**src/rtl/memory_map.sv**
```systemverilog
// memory_map: shared types and constants for the settings register bank.
//   fpga_settings_t   - packed settings image, byte 0 is the least significant byte
//   settings_union_t  - same image viewed as an array of bytes
//   DefaultSettings   - image loaded by reset
//   StructBytes       - image size in bytes
//   AddrReadOnly      - highest read-only byte address
//   permission_t      - per-byte access class
//   bank_state_t      - bank controller states
package memory_map;

  // Fields are listed MSB first, so device_id occupies bytes 0..1.
  typedef struct packed {
    logic [31:0] scratch;    // bytes 12..15
    logic [31:0] gain;       // bytes 8..11
    logic [31:0] ctrl;       // bytes 4..7
    logic [15:0] version;    // bytes 2..3 (read-only)
    logic [15:0] device_id;  // bytes 0..1 (read-only)
  } fpga_settings_t;

  localparam int StructBytes  = $bits(fpga_settings_t) / 8;
  localparam int AddrReadOnly = 3;

  typedef union packed {
    fpga_settings_t                   fields;
    logic [StructBytes-1:0][7:0]      bytes;
  } settings_union_t;

  localparam fpga_settings_t DefaultSettings = '{
    scratch:   32'h0000_0000,
    gain:      32'h0000_0100,
    ctrl:      32'h0000_0001,
    version:   16'h0102,
    device_id: 16'hA55A
  };

  typedef enum logic [1:0] {
    PermLocked,
    PermReadOnly,
    PermReadWrite
  } permission_t;

  typedef enum logic [1:0] {
    IDLE,
    RESP,
    COMMIT
  } bank_state_t;

  // Reset value of one image byte; bytes past the struct reset to zero.
  function automatic logic [7:0] default_byte(input int idx);
    logic [$bits(fpga_settings_t)-1:0] v;
    v = DefaultSettings;
    v = v >> (8 * idx);
    return v[7:0];
  endfunction

endpackage

```
**src/rtl/settings_perm_decode.sv**
```systemverilog
// settings_perm_decode: classifies one byte address of the settings image.
//   i_addr - byte address
//   o_perm - PermLocked past the image, PermReadOnly up to RO_LAST,
//            PermReadWrite otherwise
module settings_perm_decode
  import memory_map::*;
#(
  parameter int ADDR_W    = 8,
  parameter int NUM_BYTES = StructBytes,
  parameter int RO_LAST   = AddrReadOnly
) (
  input  logic [ADDR_W-1:0] i_addr,
  output permission_t       o_perm
);

  logic [31:0] w_addr;
  assign w_addr = 32'(i_addr);

  always_comb begin
    o_perm = PermReadWrite;
    if (w_addr >= 32'(NUM_BYTES)) begin
      o_perm = PermLocked;
    end else if (w_addr <= 32'(RO_LAST)) begin
      o_perm = PermReadOnly;
    end
  end

endmodule

```
**src/rtl/settings_shadow_bank.sv**
```systemverilog
// settings_shadow_bank: byte-addressed settings image with an optional shadow
// copy that is transferred to the active image on a commit request.
//
// Build option: SETTINGS_SHADOW_EN
//   defined   - writes/reads use the shadow copy, current_settings changes
//               only when a commit executes, shadow_dirty tracks pending edits
//   undefined - single copy written directly, shadow_dirty tied low; a commit
//               still runs through COMMIT and pulses commit_done
//
// Ports:
//   clk, rst_n                    clock, asynchronous active-low reset
//   req_valid/req_ready           request handshake (one outstanding access)
//   req_write, req_addr           direction and aligned byte address
//   req_wdata, req_wstrb          little-endian write data and byte enables
//   rsp_valid/rsp_ready           response handshake
//   rsp_rdata, rsp_err            read data and fault flag
//   commit, commit_done           commit request pulse / completion pulse
//   shadow_dirty                  shadow holds unapplied writes
//   current_settings              active image
module settings_shadow_bank
  import memory_map::*;
#(
  parameter int DATA_W    = 32,
  parameter int ADDR_W    = 8,
  parameter int NUM_BYTES = StructBytes,
  parameter int RO_LAST   = AddrReadOnly
) (
  input  logic                clk,
  input  logic                rst_n,
  input  logic                req_valid,
  output logic                req_ready,
  input  logic                req_write,
  input  logic [ADDR_W-1:0]   req_addr,
  input  logic [DATA_W-1:0]   req_wdata,
  input  logic [DATA_W/8-1:0] req_wstrb,
  output logic                rsp_valid,
  input  logic                rsp_ready,
  output logic [DATA_W-1:0]   rsp_rdata,
  output logic                rsp_err,
  input  logic                commit,
  output logic                commit_done,
  output logic                shadow_dirty,
  output fpga_settings_t      current_settings
);

  localparam int NB    = DATA_W / 8;
  localparam int IDX_W = (NUM_BYTES > 1) ? $clog2(NUM_BYTES) : 1;
  localparam logic [ADDR_W-1:0] ALIGN_MASK = ADDR_W'(NB - 1);

  bank_state_t       r_state;
  bank_state_t       w_state_next;
  logic              r_commit_pend;
  logic [DATA_W-1:0] r_rsp_rdata;
  logic              r_rsp_err;

  logic              w_accept;
  logic              w_misaligned;
  logic [DATA_W-1:0] w_lane_rdata;
  logic [DATA_W-1:0] w_rsp_rdata;
  logic              w_rsp_err;
  logic [NB-1:0]     w_lane_we;
  logic [NB-1:0]     w_lane_bad;
  logic [ADDR_W-1:0] w_lane_addr [NB];
  logic [IDX_W-1:0]  w_lane_idx  [NB];
  permission_t       w_lane_perm [NB];

  // w_view is the copy that accesses see; w_active drives current_settings.
  logic [7:0]        w_view   [NUM_BYTES];
  logic [7:0]        w_active [NUM_BYTES];

  logic [StructBytes-1:0][7:0] w_cur_bytes;
  settings_union_t             w_cur_u;

  // ---------------------------------------------------------------- control
  always_comb begin
    w_state_next = r_state;
    req_ready    = 1'b0;
    rsp_valid    = 1'b0;
    commit_done  = 1'b0;
    case (r_state)
      IDLE: begin
        // A pending commit blocks new requests, so it wins over req_valid.
        req_ready = !r_commit_pend;
        if (r_commit_pend) begin
          w_state_next = COMMIT;
        end else if (req_valid) begin
          w_state_next = RESP;
        end
      end
      RESP: begin
        rsp_valid = 1'b1;
        if (rsp_ready) begin
          w_state_next = IDLE;
        end
      end
      COMMIT: begin
        commit_done  = 1'b1;
        w_state_next = IDLE;
      end
      default: w_state_next = IDLE;
    endcase
  end

  assign w_accept     = req_valid && req_ready;
  assign w_misaligned = |(req_addr & ALIGN_MASK);
  assign w_rsp_rdata  = (w_misaligned || req_write) ? '0 : w_lane_rdata;
  assign w_rsp_err    = w_misaligned || (|w_lane_bad);

  always_ff @(posedge clk or negedge rst_n) begin
    if (!rst_n) begin
      r_state       <= IDLE;
      r_commit_pend <= 1'b0;
      r_rsp_rdata   <= '0;
      r_rsp_err     <= 1'b0;
    end else begin
      r_state <= w_state_next;
      // A pulse arriving while the commit executes is kept for another pass.
      if (r_state == COMMIT) begin
        r_commit_pend <= commit;
      end else if (commit) begin
        r_commit_pend <= 1'b1;
      end
      if (w_accept) begin
        r_rsp_rdata <= w_rsp_rdata;
        r_rsp_err   <= w_rsp_err;
      end
    end
  end

  assign rsp_rdata = r_rsp_rdata;
  assign rsp_err   = r_rsp_err;

  // ------------------------------------------------------------ byte lanes
  genvar gi;
  for (gi = 0; gi < NB; gi++) begin : g_lane
    // Aligned addresses have zero low bits, so the lane offset never carries.
    assign w_lane_addr[gi] = req_addr + ADDR_W'(gi);
    assign w_lane_idx[gi]  = w_lane_addr[gi][IDX_W-1:0];

    settings_perm_decode #(
      .ADDR_W    (ADDR_W),
      .NUM_BYTES (NUM_BYTES),
      .RO_LAST   (RO_LAST)
    ) u_perm (
      .i_addr (w_lane_addr[gi]),
      .o_perm (w_lane_perm[gi])
    );

    assign w_lane_rdata[gi*8 +: 8] = (w_lane_perm[gi] == PermLocked) ? 8'h00
                                                                     : w_view[w_lane_idx[gi]];
    assign w_lane_we[gi]  = w_accept && req_write && !w_misaligned && req_wstrb[gi]
                            && (w_lane_perm[gi] == PermReadWrite);
    assign w_lane_bad[gi] = req_write ? (req_wstrb[gi] && (w_lane_perm[gi] != PermReadWrite))
                                      : (w_lane_perm[gi] == PermLocked);
  end

  // ---------------------------------------------------------- byte storage
  for (gi = 0; gi < NUM_BYTES; gi++) begin : g_byte
    logic       w_we;
    logic [7:0] w_wd;
    logic [7:0] r_act;

    always_comb begin
      w_we = 1'b0;
      w_wd = 8'h00;
      for (int l = 0; l < NB; l++) begin
        if (w_lane_we[l] && (w_lane_idx[l] == IDX_W'(gi))) begin
          w_we = 1'b1;
          w_wd = req_wdata[l*8 +: 8];
        end
      end
    end

`ifdef SETTINGS_SHADOW_EN
    logic [7:0] r_shd;

    always_ff @(posedge clk or negedge rst_n) begin
      if (!rst_n) begin
        r_shd <= default_byte(gi);
        r_act <= default_byte(gi);
      end else begin
        if (w_we) begin
          r_shd <= w_wd;
        end
        if (r_state == COMMIT) begin
          r_act <= r_shd;
        end
      end
    end

    assign w_view[gi] = r_shd;
`else
    always_ff @(posedge clk or negedge rst_n) begin
      if (!rst_n) begin
        r_act <= default_byte(gi);
      end else if (w_we) begin
        r_act <= w_wd;
      end
    end

    assign w_view[gi] = r_act;
`endif

    assign w_active[gi] = r_act;
  end

`ifdef SETTINGS_SHADOW_EN
  logic r_shadow_dirty;

  always_ff @(posedge clk or negedge rst_n) begin
    if (!rst_n) begin
      r_shadow_dirty <= 1'b0;
    end else if (r_state == COMMIT) begin
      r_shadow_dirty <= 1'b0;
    end else if (|w_lane_we) begin
      r_shadow_dirty <= 1'b1;
    end
  end

  assign shadow_dirty = r_shadow_dirty;
`else
  assign shadow_dirty = 1'b0;
`endif

  // ------------------------------------------------------- active image out
  for (gi = 0; gi < StructBytes; gi++) begin : g_cur
    if (gi < NUM_BYTES) begin : g_mapped
      assign w_cur_bytes[gi] = w_active[gi];
    end else begin : g_pad
      assign w_cur_bytes[gi] = 8'h00;
    end
  end

  assign w_cur_u.bytes    = w_cur_bytes;
  assign current_settings = w_cur_u.fields;

endmodule

```
**config.mk**
```make
export PLATFORM = sky130hd
export DESIGN_NAME = settings_shadow_bank
export DESIGN_NICKNAME = d
export VERILOG_FILES = /design/src/rtl/memory_map.sv /design/src/rtl/settings_perm_decode.sv /design/src/rtl/settings_shadow_bank.sv
export SDC_FILE = /design/constraint.sdc
export NUM_CORES = 1
export LEC_CHECK = 0
export CAP_MARGIN = 15
export CELL_PAD_IN_SITES_DETAIL_PLACEMENT = 1
export CELL_PAD_IN_SITES_GLOBAL_PLACEMENT = 1
export CORE_UTILIZATION = 40
export CTS_CLUSTER_DIAMETER = 120
export CTS_CLUSTER_SIZE = 20
export DETAILED_ROUTE_END_ITERATION = 6
export PLACE_DENSITY = 0.85
export SYNTH_ARGS = -nofsm -noshare
export SYNTH_HDL_FRONTEND = slang
export SYNTH_SLANG_ARGS = --single-unit
```
**constraint.sdc**
```tcl
create_clock -name clk -period 4.8 [get_ports clk]
set_clock_uncertainty 0.2 [all_clocks]
set_input_delay 0.96 -clock clk [delete_from_list [all_inputs] [get_ports clk]]
set_output_delay 0.96 -clock clk [all_outputs]
set_load 0.02 [all_outputs]
```
==> summary.md, run 1 <==
The flow ran to the end, and the final reports show no timing, DRC or antenna violations. Part of the total power dissipated in sequential elements: 0.414. The number of setup violations in the final report came out at 0.

Max-cap violations in this run came to 0. Clock-pin slew was measured on the worst setup and hold paths at 0.07 ns. The tools report the start point of the critical path as req_addr[2]. The mapped netlist covers 13,800 um2.

The logs give 0 for the diode insertion count for antenna repair and 0.485 for the fraction of met1 tracks used by global routing. Relative to the synthesized area, the layout overhead comes to 23.6%. The largest single stage delay on the critical path is 0.54 ns.

After detailed routing, the average wire length per cell comes to 33.9 um. The fraction of power spent switching nets came out at 0.320. For this block, the initial DRC count from the detailed router was 2,125.

TritonCTS built the clock tree. After global routing the overflow that remains totals 0. The areal power density over the cells is 203 nW/um2, and the largest net degree at the start of global routing is 120. After legalization and detailed placement, the total HPWL measured 47.5 mm. STA puts the critical path data arrival time at 4.37 ns. The run gives 0 as the final count of pins violating max slew. The sort of element at the end of the critical path was a register.

Post-layout minimum cycle time: 4.29 ns. The tools report the portion of total power attributed to combinational logic as 0.178. The post-synthesis area per instance is 10.3 um2, and the gate count of the mapped netlist is 1,343.

The run gives 0.410 as the effective utilization at floorplan. The layout cell share with drive strength beyond 1 works out to 0.217. The met2 usage was 0.571; the share of synthesized area occupied by flip-flops and latches was 0.298. Walking the worst path, the cells encountered are clkdlybuf4s50_1 > buf_4 > ha_1 > a21oi_1 > xnor2_1 > nand2_1 > nor4_2 > buf_4 > nand2_1 > a31oi_1 > o21ai_0.

The initial antenna violation count is 1, and the switching power total is 0.00111 W. Synthesis inferred 164 register bits. The worst hold path begins at g_byte[3].r_act[0]. The clock network latency to the later pin of the worst-skew pair was 0.45 ns; the unique cell type count in the Yosys netlist was 82. The run gives 0.167 as the normalized max-slew margin.

The tree is rooted in a sky130_fd_sc_hd__clkbuf_16. For the worst setup path, the data required time is 4.88 ns. VDD sags by at most 0.216 mV. For the met3 track demand over resource, the log shows 0.128. In this run the tool buffered the top-level ports with 213 buffer cells. The worst-path maximum fanout came out at 17.

The worst hold path belongs to the class register to register. The share of the core filled with cells in the final layout came out at 0.506. The most used routing layer is met2. The die is 188 um tall. Startpoint of the worst register-to-register path: r_state[1].

For the number of remaining DRC errors, the log shows 0. Summing all multi-input logic gate instances after layout gives 9000 um2. The count of H-tree levels built during CTS was 4; the area enclosed by the die boundary was 35,400 um2.

The tree built by TritonCTS fans out to 164 sinks. Setup repair after global routing left no endpoint under its margin. During I/O placement, the number of pins put on the boundary was 215. Detailed-route vias per instance: 7.34.

Among all stages on the critical path, the largest delay is contributed by sky130_fd_sc_hd__clkdlybuf4s50_1. Once the clock tree was built, the setup fixing pass inserted 0 buffers. The run gives 1,402 as the post-synth net total. After clock tree synthesis, the repair step resized 0 gates. The highest attainable clock frequency is 0.233 GHz, and the width of the die is 188 um. The net count of the finished layout is 1,550. The run gives 0 as the final hold violation count. Critical setup path kind: primary input to register.

The slew at the pin with the worst max-slew slack was 1.24 ns. Portion of the clock cycle consumed by the worst path in the final layout: 0.893. The run gives 5 as the number of detailed-routing iterations run before antenna repair.

For the global-route wire length before repair, the log shows 98.4 mm. The post-route setup TNS is 0 ns, and the number of hold buffers added after CTS is 0. The most used flip-flop cell after synthesis is sky130_fd_sc_hd__dfrtp_1. Summed over all cells, the static leakage comes to 6.95 nW. For the remaining antenna violation count after routing, the log shows 0. The register area was 4120 um2. Clock tree synthesis inserted a total of 17 buffers. The via count of the first global-routing pass is 14,557. Summing over every cut layer, the via total after detailed routing is 14,337. The congestion estimate from routability-driven global placement came to 1.05. The clock group share of total power is 0.408, and the aggregate routed wire length is 66.2 mm. The run gives 0.376 as the overall routing resource usage.

The internal power of the cells totals 0.00237 W. Post-synthesis async set-or-reset flop share: 1.00. The synthesized design contains 0 enable-type register cells. Yosys printed 0 warnings. The tools report the number of buffers on the longest clock path as 2.

The final-layout fill cell count is 3,622. For the area of the core, the log shows 33,800 um2. The category of the worst setup path launch point was a primary input. The floorplan has 67 rows.
[critical path, delay by kind of cell]
kind,cells,cell delay (ns)
XOR/XNOR,1,0.41
buffers and inverters,3,1.27
AND/OR/NAND/NOR,3,0.87
adder cells (fa/ha/maj),1,0.26
AO/OA/AOI/OAI,3,0.59
[flip-flops by register name, indices dropped and copies added (netlist names)]
register / flops
rsp_rdata: 32
g_byte.r_act: 128
r_commit_pend: 1
rsp_err: 1
r_state: 2
[routing by layer]
metal / up-vias / part of all wire
li1: 5610 / -
met1: 7136 / 0.36
met2: 1298 / 0.45
met3: 293 / 0.14
met4: 0 / 0.047
met5: - / 0
[power by group through the flow]
stage,combinational [W],clock (W),sequential [W]
CTS,0.000602,0.00141,0.00144
detailed placement,0.000597,0,0.00146
finish,0.000621,0.00142,0.00144
global placement,0.000576,0,0.00146
floorplan,0.000337,0,0.00146
global route,0.000645,0.00146,0.00144
[worst paths after layout]
path,slack (ns),cells after the start,endpoint
max in group asynchronous,3.03,2,g_byte[10].r_act[1]
worst min register to register,0.20,0,g_byte[3].r_act[0]
worst min-delay path,0.20,0,g_byte[3].r_act[0]
worst max register to register,1.25,7,g_byte[13].r_act[6]
worst max-delay path,0.51,11,g_byte[12].r_act[2]
min in group asynchronous,0.44,1,g_byte[3].r_act[6]
[cells by family after synthesis]
family                   count (synthesis)  synth area share
XOR/XNOR                                11           0.00696
multiplexers                           224             0.296
other                                    1          0.000271
adder cells (fa/ha/maj)                  9           0.00813
AO/OA/AOI/OAI                          354             0.184
flip-flops                             164             0.298
buffers and inverters                  189            0.0556
AND/OR/NAND/NOR                        391             0.152
[metrics by stage]
stage	cells	hold WS (ns)	setup WS, ns	total power [W]	area, um2
detailed placement	1919	0.188	0.164	0.00206	16500
CTS	1951	0.201	0.619	0.00345	17100
finish	1952	0.200	0.515	0.00348	17100
global placement	1919	0.187	0.336	0.00204	16500
global route	1952	0.208	0.425	0.00355	17100
floorplan	1343	0.299	0.178	0.00179	13800
[synth_stat cells, types with 10 or more instances]
cell type | instances | area [um2]
sky130_fd_sc_hd__dfstp_2 | 12 | 315
sky130_fd_sc_hd__a22o_1 | 29 | 254
sky130_fd_sc_hd__and3_1 | 77 | 482
sky130_fd_sc_hd__dfrtp_1 | 152 | 3800
sky130_fd_sc_hd__buf_2 | 24 | 120
sky130_fd_sc_hd__a21oi_1 | 21 | 105
sky130_fd_sc_hd__mux2i_1 | 60 | 601
sky130_fd_sc_hd__a31oi_1 | 12 | 75.1
sky130_fd_sc_hd__nand4_1 | 10 | 62.6
sky130_fd_sc_hd__a211oi_1 | 21 | 158
sky130_fd_sc_hd__mux2_2 | 18 | 203
sky130_fd_sc_hd__o31ai_1 | 28 | 210
sky130_fd_sc_hd__o22ai_1 | 24 | 150
sky130_fd_sc_hd__nor3_1 | 13 | 65.1
sky130_fd_sc_hd__and4_1 | 11 | 96.3
sky130_fd_sc_hd__a22oi_1 | 48 | 360
sky130_fd_sc_hd__nand3_1 | 48 | 240
sky130_fd_sc_hd__buf_1 | 10 | 37.5
sky130_fd_sc_hd__o211ai_1 | 24 | 180
sky130_fd_sc_hd__mux4_2 | 145 | 3270
sky130_fd_sc_hd__inv_1 | 24 | 90.1
sky130_fd_sc_hd__and2_1 | 10 | 62.6
sky130_fd_sc_hd__clkbuf_1 | 123 | 462
sky130_fd_sc_hd__o21ai_0 | 79 | 395
sky130_fd_sc_hd__nand2_1 | 96 | 360
sky130_fd_sc_hd__nor2_1 | 65 | 244
[cell type report]
type / instances / area share
repair buffers: 293 / 0.161
flip-flops and latches: 164 / 0.241
inverters: 25 / 0.00549
multi-input cells: 990 / 0.526
well taps: 448 / 0.0328
clock buffers: 20 / 0.0267
clock inverters: 12 / 0.00709
[cells in the final DEF (no fill, tap or decap), types with 9 or more instances in the layout]
cell | netlist | final
sky130_fd_sc_hd__a211oi_1 | 21 | 21
sky130_fd_sc_hd__a21oi_1 | 21 | 21
sky130_fd_sc_hd__a221oi_1 | 9 | 9
sky130_fd_sc_hd__a22o_1 | 29 | 29
sky130_fd_sc_hd__a22oi_1 | 48 | 48
sky130_fd_sc_hd__a31oi_1 | 12 | 12
sky130_fd_sc_hd__and2_1 | 10 | 10
sky130_fd_sc_hd__and3_1 | 77 | 77
sky130_fd_sc_hd__and4_1 | 11 | 11
sky130_fd_sc_hd__buf_4 | 6 | 78
sky130_fd_sc_hd__clkbuf_16 | 0 | 17
sky130_fd_sc_hd__clkdlybuf4s50_1 | 0 | 210
sky130_fd_sc_hd__dfrtp_1 | 152 | 152
sky130_fd_sc_hd__dfstp_2 | 12 | 12
sky130_fd_sc_hd__ha_1 | 9 | 9
sky130_fd_sc_hd__inv_1 | 24 | 24
sky130_fd_sc_hd__mux2_2 | 18 | 18
sky130_fd_sc_hd__mux2i_1 | 60 | 60
sky130_fd_sc_hd__mux4_2 | 145 | 145
sky130_fd_sc_hd__nand2_1 | 96 | 96
sky130_fd_sc_hd__nand3_1 | 48 | 48
sky130_fd_sc_hd__nand4_1 | 10 | 10
sky130_fd_sc_hd__nor2_1 | 65 | 65
sky130_fd_sc_hd__nor3_1 | 13 | 12
sky130_fd_sc_hd__nor4_1 | 9 | 9
sky130_fd_sc_hd__o211ai_1 | 24 | 24
sky130_fd_sc_hd__o21ai_0 | 79 | 79
sky130_fd_sc_hd__o22ai_1 | 24 | 24
sky130_fd_sc_hd__o31ai_1 | 28 | 28
Note: power is estimated with default switching activity, not from simulation.
==> run 2, diff against run 1 <==
--- a/config.mk
+++ b/config.mk
@@ -5,6 +5,7 @@
 export SDC_FILE = /design/constraint.sdc
 export NUM_CORES = 1
 export LEC_CHECK = 0
+export ABC_CLOCK_PERIOD_IN_PS = 4800
 export CAP_MARGIN = 15
 export CELL_PAD_IN_SITES_DETAIL_PLACEMENT = 1
 export CELL_PAD_IN_SITES_GLOBAL_PLACEMENT = 1
==> results of run 2 <==
Final layout, timing and power as in run 1 (identical DEF).
